<file path="src/rtl/alu_seq_pkg.sv">
// Shared types and constants for the ALU control sequencer.
package alu_seq_pkg;

  // 3-bit instruction opcodes (instr[BUS_WIDTH-1:BUS_WIDTH-3]).
  typedef enum logic [2:0] {
    OP_NOP     = 3'b000,
    OP_LDE_SW  = 3'b001,
    OP_LDE_IMM = 3'b010,
    OP_LDB     = 3'b011,
    OP_LDD     = 3'b100,
    OP_CLR     = 3'b101,
    OP_MAC     = 3'b110,
    OP_ADDA    = 3'b111
  } opcode_e;

  // Sequencer states.
  typedef enum logic [2:0] {
    ST_IDLE  = 3'd0,
    ST_EXEC  = 3'd1,
    ST_WAIT  = 3'd2,
    ST_MAC_B = 3'd3,
    ST_MAC_D = 3'd4,
    ST_MAC_R = 3'd5
  } state_e;

  // Bit positions inside reg_en.
  localparam int REG_B = 0;
  localparam int REG_D = 1;
  localparam int REG_E = 2;

  // Registered control bundle driven onto the datapath.
  typedef struct packed {
    logic       ready;
    logic [2:0] reg_en;
    logic       f_load;
    logic       f_reg_e;
    logic       f_clr;
    logic       res_valid;
  } ctrl_t;

endpackage

</file>
<file path="src/rtl/alu_seq.sv">
// ALU control sequencer: accepts one instruction at a time and plays out the
// register-enable / mux-select pattern for it, one control word per cycle.
module alu_seq
  import alu_seq_pkg::*;
#(
  parameter int BUS_WIDTH = 8
) (
  input  logic                 clk,
  input  logic                 rst,
  input  logic                 instr_valid,
  input  logic [BUS_WIDTH-1:0] instr,
  output logic                 instr_ready,
  output logic [2:0]           reg_en,
  output logic                 f_load,
  output logic                 f_reg_e,
  output logic                 f_clr,
  output logic                 res_valid
);

  state_e     state_q, state_d;
  opcode_e    op_q, op_d;
  logic [3:0] cnt_q, cnt_d;
  ctrl_t      ctrl_q, ctrl_d;
  logic       accept;

  // Bits between the opcode field and the count field carry no meaning.
  logic unused_instr_bits;
  assign unused_instr_bits = ^instr[BUS_WIDTH-4:4];

  // ready comes straight from the output register, so it is low during reset
  // and rises on the first edge after release.
  assign accept = instr_valid && ctrl_q.ready;

  // Next-state, opcode latch and WAIT counter.
  always_comb begin
    // NOTE: every variable gets a default before the case, so no path can leave
    // it unassigned and infer a latch.
    state_d = state_q;
    op_d    = op_q;
    cnt_d   = cnt_q;
    unique case (state_q)
      ST_IDLE: begin
        if (accept) begin
          op_d = opcode_e'(instr[BUS_WIDTH-1 -: 3]);
          if (op_d == OP_NOP) begin
            state_d = ST_WAIT;
            cnt_d   = instr[3:0];
          end else if (op_d == OP_MAC) begin
            state_d = ST_MAC_B;
          end else begin
            state_d = ST_EXEC;
          end
        end
      end
      ST_EXEC:  state_d = ST_IDLE;
      ST_WAIT: begin
        // count+1 cycles in total: leave when the counter has reached zero.
        if (cnt_q == 4'd0) state_d = ST_IDLE;
        else               cnt_d   = cnt_q - 4'd1;
      end
      ST_MAC_B: state_d = ST_MAC_D;
      ST_MAC_D: state_d = ST_MAC_R;
      ST_MAC_R: state_d = ST_IDLE;
      default:  state_d = ST_IDLE;
    endcase
  end

  // Control word for the state being entered, registered on the same edge.
  always_comb begin
    ctrl_d = '0;
    unique case (state_d)
      ST_IDLE:  ctrl_d.ready = 1'b1;
      ST_EXEC: begin
        unique case (op_d)
          OP_LDE_SW:  ctrl_d.reg_en[REG_E] = 1'b1;
          OP_LDE_IMM: begin
            ctrl_d.reg_en[REG_E] = 1'b1;
            ctrl_d.f_load        = 1'b1;
          end
          OP_LDB:     ctrl_d.reg_en[REG_B] = 1'b1;
          OP_LDD:     ctrl_d.reg_en[REG_D] = 1'b1;
          OP_CLR:     ctrl_d.f_clr         = 1'b1;
          OP_ADDA: begin
            ctrl_d.f_reg_e   = 1'b1;
            ctrl_d.res_valid = 1'b1;
          end
          default:    ctrl_d = '0;
        endcase
      end
      ST_MAC_B: ctrl_d.reg_en[REG_B] = 1'b1;
      ST_MAC_D: ctrl_d.reg_en[REG_D] = 1'b1;
      ST_MAC_R: ctrl_d.res_valid     = 1'b1;
      default:  ctrl_d = '0;
    endcase
  end

  // State, opcode, counter and control registers; reset clears everything at once.
  always_ff @(posedge clk or posedge rst) begin
    // NOTE: sequential state uses non-blocking assignments so all registers
    // sample their inputs from before the edge.
    if (rst) begin
      state_q <= ST_IDLE;
      op_q    <= OP_NOP;
      cnt_q   <= 4'd0;
      ctrl_q  <= '0;
    end else begin
      state_q <= state_d;
      op_q    <= op_d;
      cnt_q   <= cnt_d;
      ctrl_q  <= ctrl_d;
    end
  end

  assign instr_ready = ctrl_q.ready;
  assign reg_en      = ctrl_q.reg_en;
  assign f_load      = ctrl_q.f_load;
  assign f_reg_e     = ctrl_q.f_reg_e;
  assign f_clr       = ctrl_q.f_clr;
  assign res_valid   = ctrl_q.res_valid;

endmodule

</file>
<file path="config.mk">
export PLATFORM = sky130hd
export DESIGN_NAME = alu_seq
export DESIGN_NICKNAME = d
export VERILOG_FILES = /design/src/rtl/alu_seq_pkg.sv /design/src/rtl/alu_seq.sv
export SDC_FILE = /design/constraint.sdc
export NUM_CORES = 1
export LEC_CHECK = 0
export BUFFER_PORTS_ARGS = -buffer_cell sky130_fd_sc_hd__buf_2
export CORE_MARGIN = 2
export CORE_UTILIZATION = 56
export DETAILED_ROUTE_END_ITERATION = 10
export PLACE_DENSITY = 0.8
export REMOVE_ABC_BUFFERS = 1
export SKIP_LAST_GASP = 1
export SYNTH_ARGS = -nofsm -noshare
export SYNTH_HDL_FRONTEND = slang
export SYNTH_SLANG_ARGS = --single-unit
</file>
<file path="constraint.sdc">
create_clock -name clk -period 4.3 [get_ports clk]
set_input_delay 0.43 -clock clk [delete_from_list [all_inputs] [get_ports clk]]
set_output_delay 0.43 -clock clk [all_outputs]
set_load 0.02 [all_outputs]
</file>
### Word-level counts from Yosys, hierarchy flattened

Index checks and enable logic that the tools add are counted.

| cells by class | value |
|---|---|
| $add $sub $neg | 1 |
| eq/ne operators | 17 |
| multiplexer cells | 23 |
| reductions and logical operators | 8 |

Operator list:

| cell | count |
|---|---|
| 3-bit equality test, second input constant | 7 |
| 3-bit by 2-bit equality test with 1-bit output, second input constant | 5 |
| 3-bit 2-to-1 mux | 5 |
| 4-bit 2-to-1 mux | 3 |
| 3-bit case mux with 4 select lines | 1 |
| 3-bit logical NOT | 3 |
| 1-bit 2-to-1 mux | 8 |
| 4-bit case mux with 2 select lines | 1 |
| 3-bit by 1-bit equality test with 1-bit output, second input constant | 2 |
| 2-bit != test, second input constant | 3 |
| 1-bit case mux with 2 select lines | 3 |
| 4-bit logical NOT | 1 |
| 2-bit 2-to-1 mux | 2 |
| 4-bit AND reduction | 1 |
| 4-bit by 1-bit subtractor with 4-bit output, second input constant | 1 |
| 2-bit nonzero test | 1 |
| 2-bit OR reduction | 1 |
| 1-bit logical AND | 1 |

| storage, ports and cells | value |
|---|---|
| register bits after elaboration | 18 |
| input port bits | 11 |

### Longest topological paths before layout

Gate-level depths: netlist (run 1).

| logic depth | value |
|---|---|
| depth after elaboration | 7 |
| depth in mapped cells | 7 |
| gate-level depth less buffers | 7 |

### Worst setup path before layout (run 1)

OpenSTA, ideal clock, no wires.

| path | value |
|---|---|
| path kind | input -> register |
| start point | input instr[7] |
| end point | register cnt_q[1] |
| library setup time | 0.125 ns |
| arrival time | 1.376 ns |
| setup slack | 2.799 ns |
| cell stages on the path | 6 |
| path through | buf_2 -> nor3_4 -> and3b_1 -> buf_6 -> nor2_4 -> mux2_4 |

| on the way | value |
|---|---|
| word-level cells in the longest chain between the ends | 3 |

RTL lines:

| item | RTL line | text |
|---|---|---|
| start, declared | alu_seq.sv:11 | `input logic [BUS_WIDTH-1:0] instr,` |
| 3-bit logical NOT | alu_seq.sv:45 | `if (op_d == OP_NOP) begin` |
| 2-bit != test (no source line) | -- |  |
| 4-bit AND reduction (no source line) | -- |  |
| end signal, assigned | alu_seq.sv:109 | `cnt_q <= cnt_d;` |
| end, declared | alu_seq.sv:22 | `logic [3:0] cnt_q, cnt_d;` |

Every way passes these cells.
A chain may end at the register's enable or synchronous reset.

### Worst setup path after layout (run 1)

| path | value |
|---|---|
| start point | register cnt_q[0] |
| end point | register cnt_q[1] |

| on the way | value |
|---|---|
| word-level cells in the longest chain between the ends | 3 |
| elaborated cells on any way between the ends | 6 |

RTL lines:

| item | RTL line |
|---|---|
| 4-bit by 1-bit subtractor with 4-bit output or 4-bit logical NOT (tied branches) | alu_seq.sv:59, alu_seq.sv:58 |
| 4-bit 2-to-1 mux or 2-bit != test (tied branches) | -- |
| 4-bit case mux with 2 select lines or 4-bit AND reduction (tied branches) | -- |

Parallel ways exist; a longest one is shown, timed or not. The select of a mux whose other input is x is not followed.

==> impl_metrics.env, run 1 <==
export IMPL_cts_repair_resized=0
export IMPL_cts_hold_buf=0
export IMPL_grt_max_degree=19
export IMPL_startpoint_type="flop"
export IMPL_avgRoutedWirePerCell_um=13.0
export IMPL_fp_dieW_um=44.4
export IMPL_synth_area_leaders="dfrtp_1 (49%), nand2_1 (5.3%), nor3_2 (3.3%), a21oi_1 (2.2%), buf_2 (2.2%)"
export IMPL_required_ns=4.48
export IMPL_peakVddDrop_mv=0.425
export IMPL_nets=118
export IMPL_clock_sinks=18
export IMPL_leakage_nw=0.506
export IMPL_final_core_util_pct=65.8
export IMPL_yosysWarnings=0
export IMPL_setup_tns_final_ns=0
export IMPL_cp_end_kind="flop"
export IMPL_ctsHtreeMaxLevel=1
export IMPL_r2r_slack_ns=2.68
export IMPL_max_clock_freq_mhz=618
export IMPL_slew_headroom_pct=55.7
export IMPL_clk_latency_ns=0.28
export IMPL_synth_mux_area_share_pct=1.64
export IMPL_cts_setup_buffers=0
export IMPL_ys_ff_latch=18
export IMPL_rows=14
export IMPL_synth_top_cell_by_area="dfrtp_1"
export IMPL_diodes=0
export IMPL_routed_wl_um=1570
export IMPL_gp_congestion=0.755
export IMPL_synth_compound_area_share_pct=12.4
export IMPL_maxSlewViolCount=0
export IMPL_setup_viol=0
export IMPL_die_y_um=44.4
export IMPL_netlist_area_leader_share_pct=49.2
export IMPL_power_density_nw_per_um2=608
export IMPL_critical_path_endpoint="cnt_q[1]"
export IMPL_synth_most_common_cell="dfrtp_1"
export IMPL_synth_area_um2=915
export IMPL_hpwl_um=1200
export IMPL_first_global_vias=673
export IMPL_post_route_min_period_ns=1.62
export IMPL_yosysUniqueCellTypes=38
export IMPL_worst_pin_slew_ns=0.664
export IMPL_worst_setup_path_type="flop to flop"
export IMPL_core_um2=1520
export IMPL_vias=691
export IMPL_synthCells=90
export IMPL_crit_fanout=8
export IMPL_ys_top_cells_by_count="dfrtp_1 (18), nand2_1 (13), nor2_1 (5)"
export IMPL_p_comb_share_pct=42.9
export IMPL_root_buffer="clkbuf_4"
export IMPL_skew_ns=0.00260
export IMPL_die_area_um2=1970
export IMPL_place_port_buffers=17
export IMPL_worstPathArrival_ns=1.80
export IMPL_crit_start="cnt_q[0]"
export IMPL_synthFlopType="dfrtp_1"
export IMPL_initial_core_util_pct=60.0
export IMPL_grt_ovfl_total=0
export IMPL_drc=0
export IMPL_min_path_type="input port to asynchronous set/reset pin"
export IMPL_r2r_cells=6
export IMPL_finalCritPeriodShare_pct=37.6
export IMPL_io_pins=19
export IMPL_grt_pass1_wl_um=2840
export IMPL_synthAdderAreaFrac_pct=1.37
export IMPL_drive_above_1_share_pct=29.8
export IMPL_synth_top_family_by_area="simple AND/OR/NAND/NOR gates"
export IMPL_internal_power_mw=0.370
export IMPL_clkTransAtPathRegs_ns=0.09
export IMPL_rsz0062_at_grt="false"
export IMPL_synth_seq_area_share_pct=49.2
export IMPL_area_growth_pct=9.71
export IMPL_synth_simple_gate_area_share_pct=27.1
export IMPL_viasPerCell=5.76
export IMPL_maxCapViolCount=0
export IMPL_final_hold_violation_count=0
export IMPL_synth_xor_area_share_pct=1.92
export IMPL_synth_async_reset_ratio_pct=100
export IMPL_status="finished clean"
export IMPL_sw_frac_of_total_pct=39.3
export IMPL_ant_nets=0
export IMPL_rr_startpoint="cnt_q[0]"
export IMPL_antenna_found_initial=0
export IMPL_cts_buffers=3
export IMPL_synth_edf_count=0
export IMPL_grtUsageTotal_pct=20.1
export IMPL_seqPwrFrac_pct=44.4
export IMPL_pwr_share_clk_pct=12.7
export IMPL_p_total_mw=0.610
export IMPL_synth_avg_cell_area_um2=10.2
export IMPL_dp_cells=117
export IMPL_drt_pass1_iter_count=4
export IMPL_power_switching_mw=0.239
export IMPL_reg2reg_to="cnt_q[1]"
export IMPL_clock_path_buffers=2
export IMPL_instances_no_fill=120
export IMPL_drt_iter0_drc=7
export IMPL_tritoncts="done"
## critical path: stages (launching register included)
cell and delay [ns]:
dfrtp_1 0.39, inv_1 0.10, ha_1 0.18, nand2b_1 0.09
o21a_2 0.28, nor2_4 0.16, mux2_4 0.30
## power groups by stage
| stage | registers, mW | clock network, mW | logic, mW |
|---|---|---|---|
| CTS | 0.269 | 0.0818 | 0.263 |
| global placement | 0.270 | 0 | 0.250 |
| global route | 0.279 | 0.0857 | 0.299 |
| finish | 0.271 | 0.0775 | 0.262 |
| detailed placement | 0.272 | 0 | 0.262 |
| floorplan | 0.281 | 0 | 0.187 |
## layout make-up
| cell class | count | area, um2 |
|---|---|---|
| Tap cell | 16 | 20.0 |
| Fill cell | 127 | 520 |
| Timing Repair Buffer | 17 | 85.1 |
| Multi-Input combinational cell | 61 | 407 |
| Inverter | 5 | 18.8 |
| Clock buffer | 3 | 22.5 |
| Sequential cell | 18 | 450 |
## metal layers
metal / global-route usage [%] / vias up / wire length [um] / part of all wire [%]
met5: 0 / - / 0 / 0
met4: 6.67 / 0 / 4 / 0.26
met3: 7.35 / 2 / 78 / 5.0
met2: 31.5 / 17 / 775 / 50
met1: 25.8 / 330 / 706 / 45
li1: - / 342 / - / -
## flip-flops by register name, indices dropped and copies added, names as in the netlist
register,cells
cnt_q,4
f_clr,1
f_load,1
f_reg_e,1
instr_ready,1
op_q,3
reg_en,3
res_valid,1
state_q,3
## placed cells by master, fill, tap and decap left out, types with 2 or more instances in the layout
master,Yosys,routed
nand2b_1,2,2
nor2_1,5,5
buf_2,4,17
dfrtp_1,18,18
o2bb2ai_1,2,2
nand2_1,13,13
nor3_2,3,3
nand3_1,2,2
a21oi_1,4,4
inv_1,4,4
nor3_1,4,4
o21ai_0,3,3
clkbuf_4,0,3
## worst min-delay path by stage
stage / from / end / slack [ns]
finish: rst / cnt_q[1] / 0.22
global route: rst / state_q[2] / 0.28
CTS: rst / cnt_q[1] / 0.24
detailed placement: op_q[2] / op_q[2] / 0.47
global placement: op_q[0] / op_q[0] / 0.46
floorplan: rst / cnt_q[0] / 0.37
## kinds of logic after synthesis
group,count (synthesis)
compound gates,17
xor+xnor,2
mux,1
fa+ha+maj,1
simple gates,40
buf+inv,11
flops,18
## metrics by stage
| stage | hold WS (ns) | setup WS (ns) | cell area (um2) |
|---|---|---|---|
| after CTS | 0.236 | 2.69 | 1000 |
| after global placement | 0.460 | 2.70 | 981 |
| after detailed placement | 0.469 | 2.69 | 981 |
| after global routing | 0.281 | 2.60 | 1000 |
| after floorplan | 0.369 | 2.84 | 876 |
| final | 0.222 | 2.68 | 1000 |
Power figures use the tool's default switching activity.
==> inputs of run 2 (changes only) <==
--- a/config.mk
+++ b/config.mk
@@ -5,11 +5,12 @@
 export SDC_FILE = /design/constraint.sdc
 export NUM_CORES = 1
 export LEC_CHECK = 0
+export ABC_AREA = 1
 export BUFFER_PORTS_ARGS = -buffer_cell sky130_fd_sc_hd__buf_2
 export CORE_MARGIN = 2
-export CORE_UTILIZATION = 56
+export CORE_UTILIZATION = 48
 export DETAILED_ROUTE_END_ITERATION = 10
-export PLACE_DENSITY = 0.8
+export PLACE_DENSITY = 0.72
 export REMOVE_ABC_BUFFERS = 1
 export SKIP_LAST_GASP = 1
 export SYNTH_ARGS = -nofsm -noshare
==> constraint.sdc (replaced) <==
create_clock -name clk -period 1.3 [get_ports clk]
set_input_delay 0.13 -clock clk [delete_from_list [all_inputs] [get_ports clk]]
set_output_delay 0.13 -clock clk [all_outputs]
set_load 0.02 [all_outputs]
==> impl_metrics.env, run 2 <==
export IMPL_place_port_buffers=17
export IMPL_maxSlewViolCount=0
export IMPL_drc=0
export IMPL_avgRoutedWirePerCell_um=13.6
export IMPL_synth_edf_count=0
export IMPL_nets=194
export IMPL_max_clock_freq_mhz=733
export IMPL_final_cell_mix="nand2_1 (41), dfrtp_1 (18), buf_4 (18)"
export IMPL_seqPwrFrac_pct=23.7
export IMPL_drive_above_1_share_pct=48.1
export IMPL_cts_buffers=3
export IMPL_initial_core_util_pct=51.4
export IMPL_routed_wl_um=2820
export IMPL_grt_ovfl_total=0
export IMPL_rows=16
export IMPL_diodes=0
export IMPL_first_global_vias=980
export IMPL_final_hold_violation_count=0
export IMPL_gp_congestion=0.806
export IMPL_largest_register_ff_count=4
export IMPL_synth_area_leaders="dfrtp_1 (45%), nand2_1 (17%), inv_1 (6.7%), nand3_1 (6.0%), nand2_2 (5.6%)"
export IMPL_leakage_nw=0.810
export IMPL_yosysUniqueCellTypes=19
export IMPL_clkTransAtPathRegs_ns=0.11
export IMPL_synth_most_common_cell="nand2_1"
export IMPL_core_um2=1960
export IMPL_setup_tns_final_ns=-0.416
export IMPL_startpoint_type="flop"
export IMPL_dp_cells=189
export IMPL_worstPathArrival_ns=1.58
export IMPL_skew_ns=0.0131
export IMPL_hold_depth=3
export IMPL_root_buffer="clkbuf_4"
export IMPL_viasPerCell=5.11
export IMPL_grt_use_met1_pct=25.6
export IMPL_clock_sinks=18
export IMPL_die_area_um2=2480
export IMPL_worst_pin_slew_ns=0.321
export IMPL_netlist_area_leader_share_pct=44.7
export IMPL_internal_power_mw=2.02
export IMPL_synth_top_cell_by_area="dfrtp_1"
export IMPL_ys_ff_latch=18
export IMPL_p_total_mw=3.97
export IMPL_worst_setup_path_type="flop to flop"
export IMPL_synth_seq_area_share_pct=44.7
export IMPL_synth_avg_cell_area_um2=7.26
export IMPL_vias=1062
export IMPL_final_core_util_pct=75.6
export IMPL_clk_latency_ns=0.30
export IMPL_ys_top_cells_by_count="nand2_1 (47), dfrtp_1 (18), inv_1 (18), nand3_1 (12), nor2_1 (11)"
export IMPL_drt_iter0_drc=25
export IMPL_instances_no_fill=208
export IMPL_status="complete, but fails checks"
export IMPL_rsz0062_at_grt="true"
export IMPL_grt_use_met3_pct=1.82
export IMPL_ctsHtreeMaxLevel=1
export IMPL_grt_max_degree=19
export IMPL_power_switching_mw=1.94
export IMPL_post_route_min_period_ns=1.36
export IMPL_pre_cts_ws_ns=-0.0958
export IMPL_sw_frac_of_total_pct=49.0
export IMPL_setup_ws_ns=-0.0638
export IMPL_setup_viol=10
export IMPL_drt_pass1_iter_count=4
export IMPL_hpwl_um=1660
export IMPL_grt_busiest_layer="met2"
export IMPL_area_growth_pct=47.0
export IMPL_ant_nets=0
export IMPL_violations="setup timing"
export IMPL_regMostFlops="cnt_q"
export IMPL_max_stage_delay_ns=0.41
export IMPL_cp_end_kind="flop"
export IMPL_grtUsageTotal_pct=21.5
export IMPL_antenna_found_initial=0
export IMPL_min_path_type="input port to flop"
export IMPL_synthFlopType="dfrtp_1"
export IMPL_path_cells="inv_2 -> ha_4 -> inv_2 -> nor2_4 -> nand2_2 -> nand2_4 -> nand2_8 -> nand2_8 -> nor2_2 -> a21oi_2"
export IMPL_p_comb_share_pct=67.5
export IMPL_synth_async_reset_ratio_pct=100
export IMPL_required_ns=1.52
export IMPL_synthCells=139
export IMPL_die_y_um=49.8
export IMPL_crit_fanout=7
export IMPL_finalCritPeriodShare_pct=105
export IMPL_peakVddDrop_mv=1.53
export IMPL_maxCapViolCount=0
export IMPL_r2r_cells=10
export IMPL_power_density_nw_per_um2=2680
export IMPL_synth_area_um2=1010
export IMPL_io_pins=19
export IMPL_pwr_share_clk_pct=8.8
export IMPL_clock_path_buffers=2
export IMPL_fp_dieW_um=49.8
export IMPL_tritoncts="done"
export IMPL_final_common_cell="nand2_1"
export IMPL_slowest_stage="dfrtp_1"
export IMPL_met2_usage_pct=40.4
export IMPL_slew_headroom_pct=78.4
export IMPL_yosysWarnings=0
export IMPL_grt_pass1_wl_um=4080
==> run 2: changes by cell type in the layout (fill, tap and decap cells not counted), sizes merged, moves of 2 or more <==
| cell | delta |
|---|---|
| nand2 | +44 |
| o2bb2ai | -2 |
| o21a | -2 |
| nand3 | +12 |
| nand4 | +3 |
| nor3 | -7 |
| nand2b | -2 |
| buf | +20 |
| inv | +17 |
| nor2 | +7 |
==> run 2: final cells by class <==
type / count / area, um2
Multi-Input combinational cell: 99 / 616
Fill cell: 144 / 479
Sequential cell: 18 / 450
Timing Repair Buffer: 38 / 262
Inverter: 22 / 85.1
Clock buffer: 4 / 36.3
Tap cell: 27 / 33.8
==> run 2: power groups by stage <==
| stage | sequential (mW) | clock, mW | combinational [mW] |
|---|---|---|---|
| finish | 0.940 | 0.351 | 2.68 |
| CTS | 0.925 | 0.356 | 2.08 |
| floorplan | 1.00 | 0 | 1.17 |
| global route | 0.968 | 0.387 | 2.90 |
| detailed placement | 0.925 | 0 | 1.73 |
| global placement | 0.917 | 0 | 1.67 |
==> run 2: worst paths after layout <==
kind / from / end / slack, ns
max: cnt_q[0] / cnt_q[2] / -0.06
min: instr[7] / op_q[2] / 0.12
max reg2reg: cnt_q[0] / cnt_q[2] / -0.06
min reg2reg: cnt_q[3] / cnt_q[3] / 0.54
max in group asynchronous: rst / cnt_q[2] / 0.70
min in group asynchronous: rst / reg_en[2] / 0.38
==> run 2: timing repair <==
action / in CTS / in global routing
gates resized for setup: 16 / 22
buffers inserted: 7 / 7
hold endpoints to repair: 18 / 0
hold buffers: 1 / 0
pin swaps: 11 / 18
endpoints found under the setup margin: 10 / 12
==> run 2: logic make-up (layout without fill, tap and decap cells) <==
| group | after synthesis | after routing | synth area share, % |
|---|---|---|---|
| AOI/OAI and AO/OA | 10 | 10 | 5.33 |
| and+or+nand+nor | 88 | 88 | 40.3 |
| buffers and inverters | 22 | 64 | 8.44 |
| DFF | 18 | 18 | 44.7 |
| adders and majority gates | 1 | 1 | 1.24 |
==> run 2: worst max-delay path, delay by kind of cell (launching register included) <==
family / cells / cell delay (ns)
buffers and inverters: 2 / 0.13
AND/OR/NAND/NOR: 6 / 0.51
adder cells (fa/ha/maj): 1 / 0.13
AO/OA/AOI/OAI: 1 / 0.11
flip-flops: 1 / 0.41
==> run 2: stage by stage <==
stage | hold slack (ns) | area, um2
finish | 0.121 | 1480
global route | 0.134 | 1480
CTS | 0.123 | 1330
detailed placement | 0.157 | 1170
global placement | 0.147 | 1170
floorplan | 0.0686 | 1010
==> run 2: routing by layer <==
layer	up-vias	share of wire (%)
met5	-	0
met4	0	2.0
met3	8	3.9
met2	32	56
met1	505	38
li1	517	-
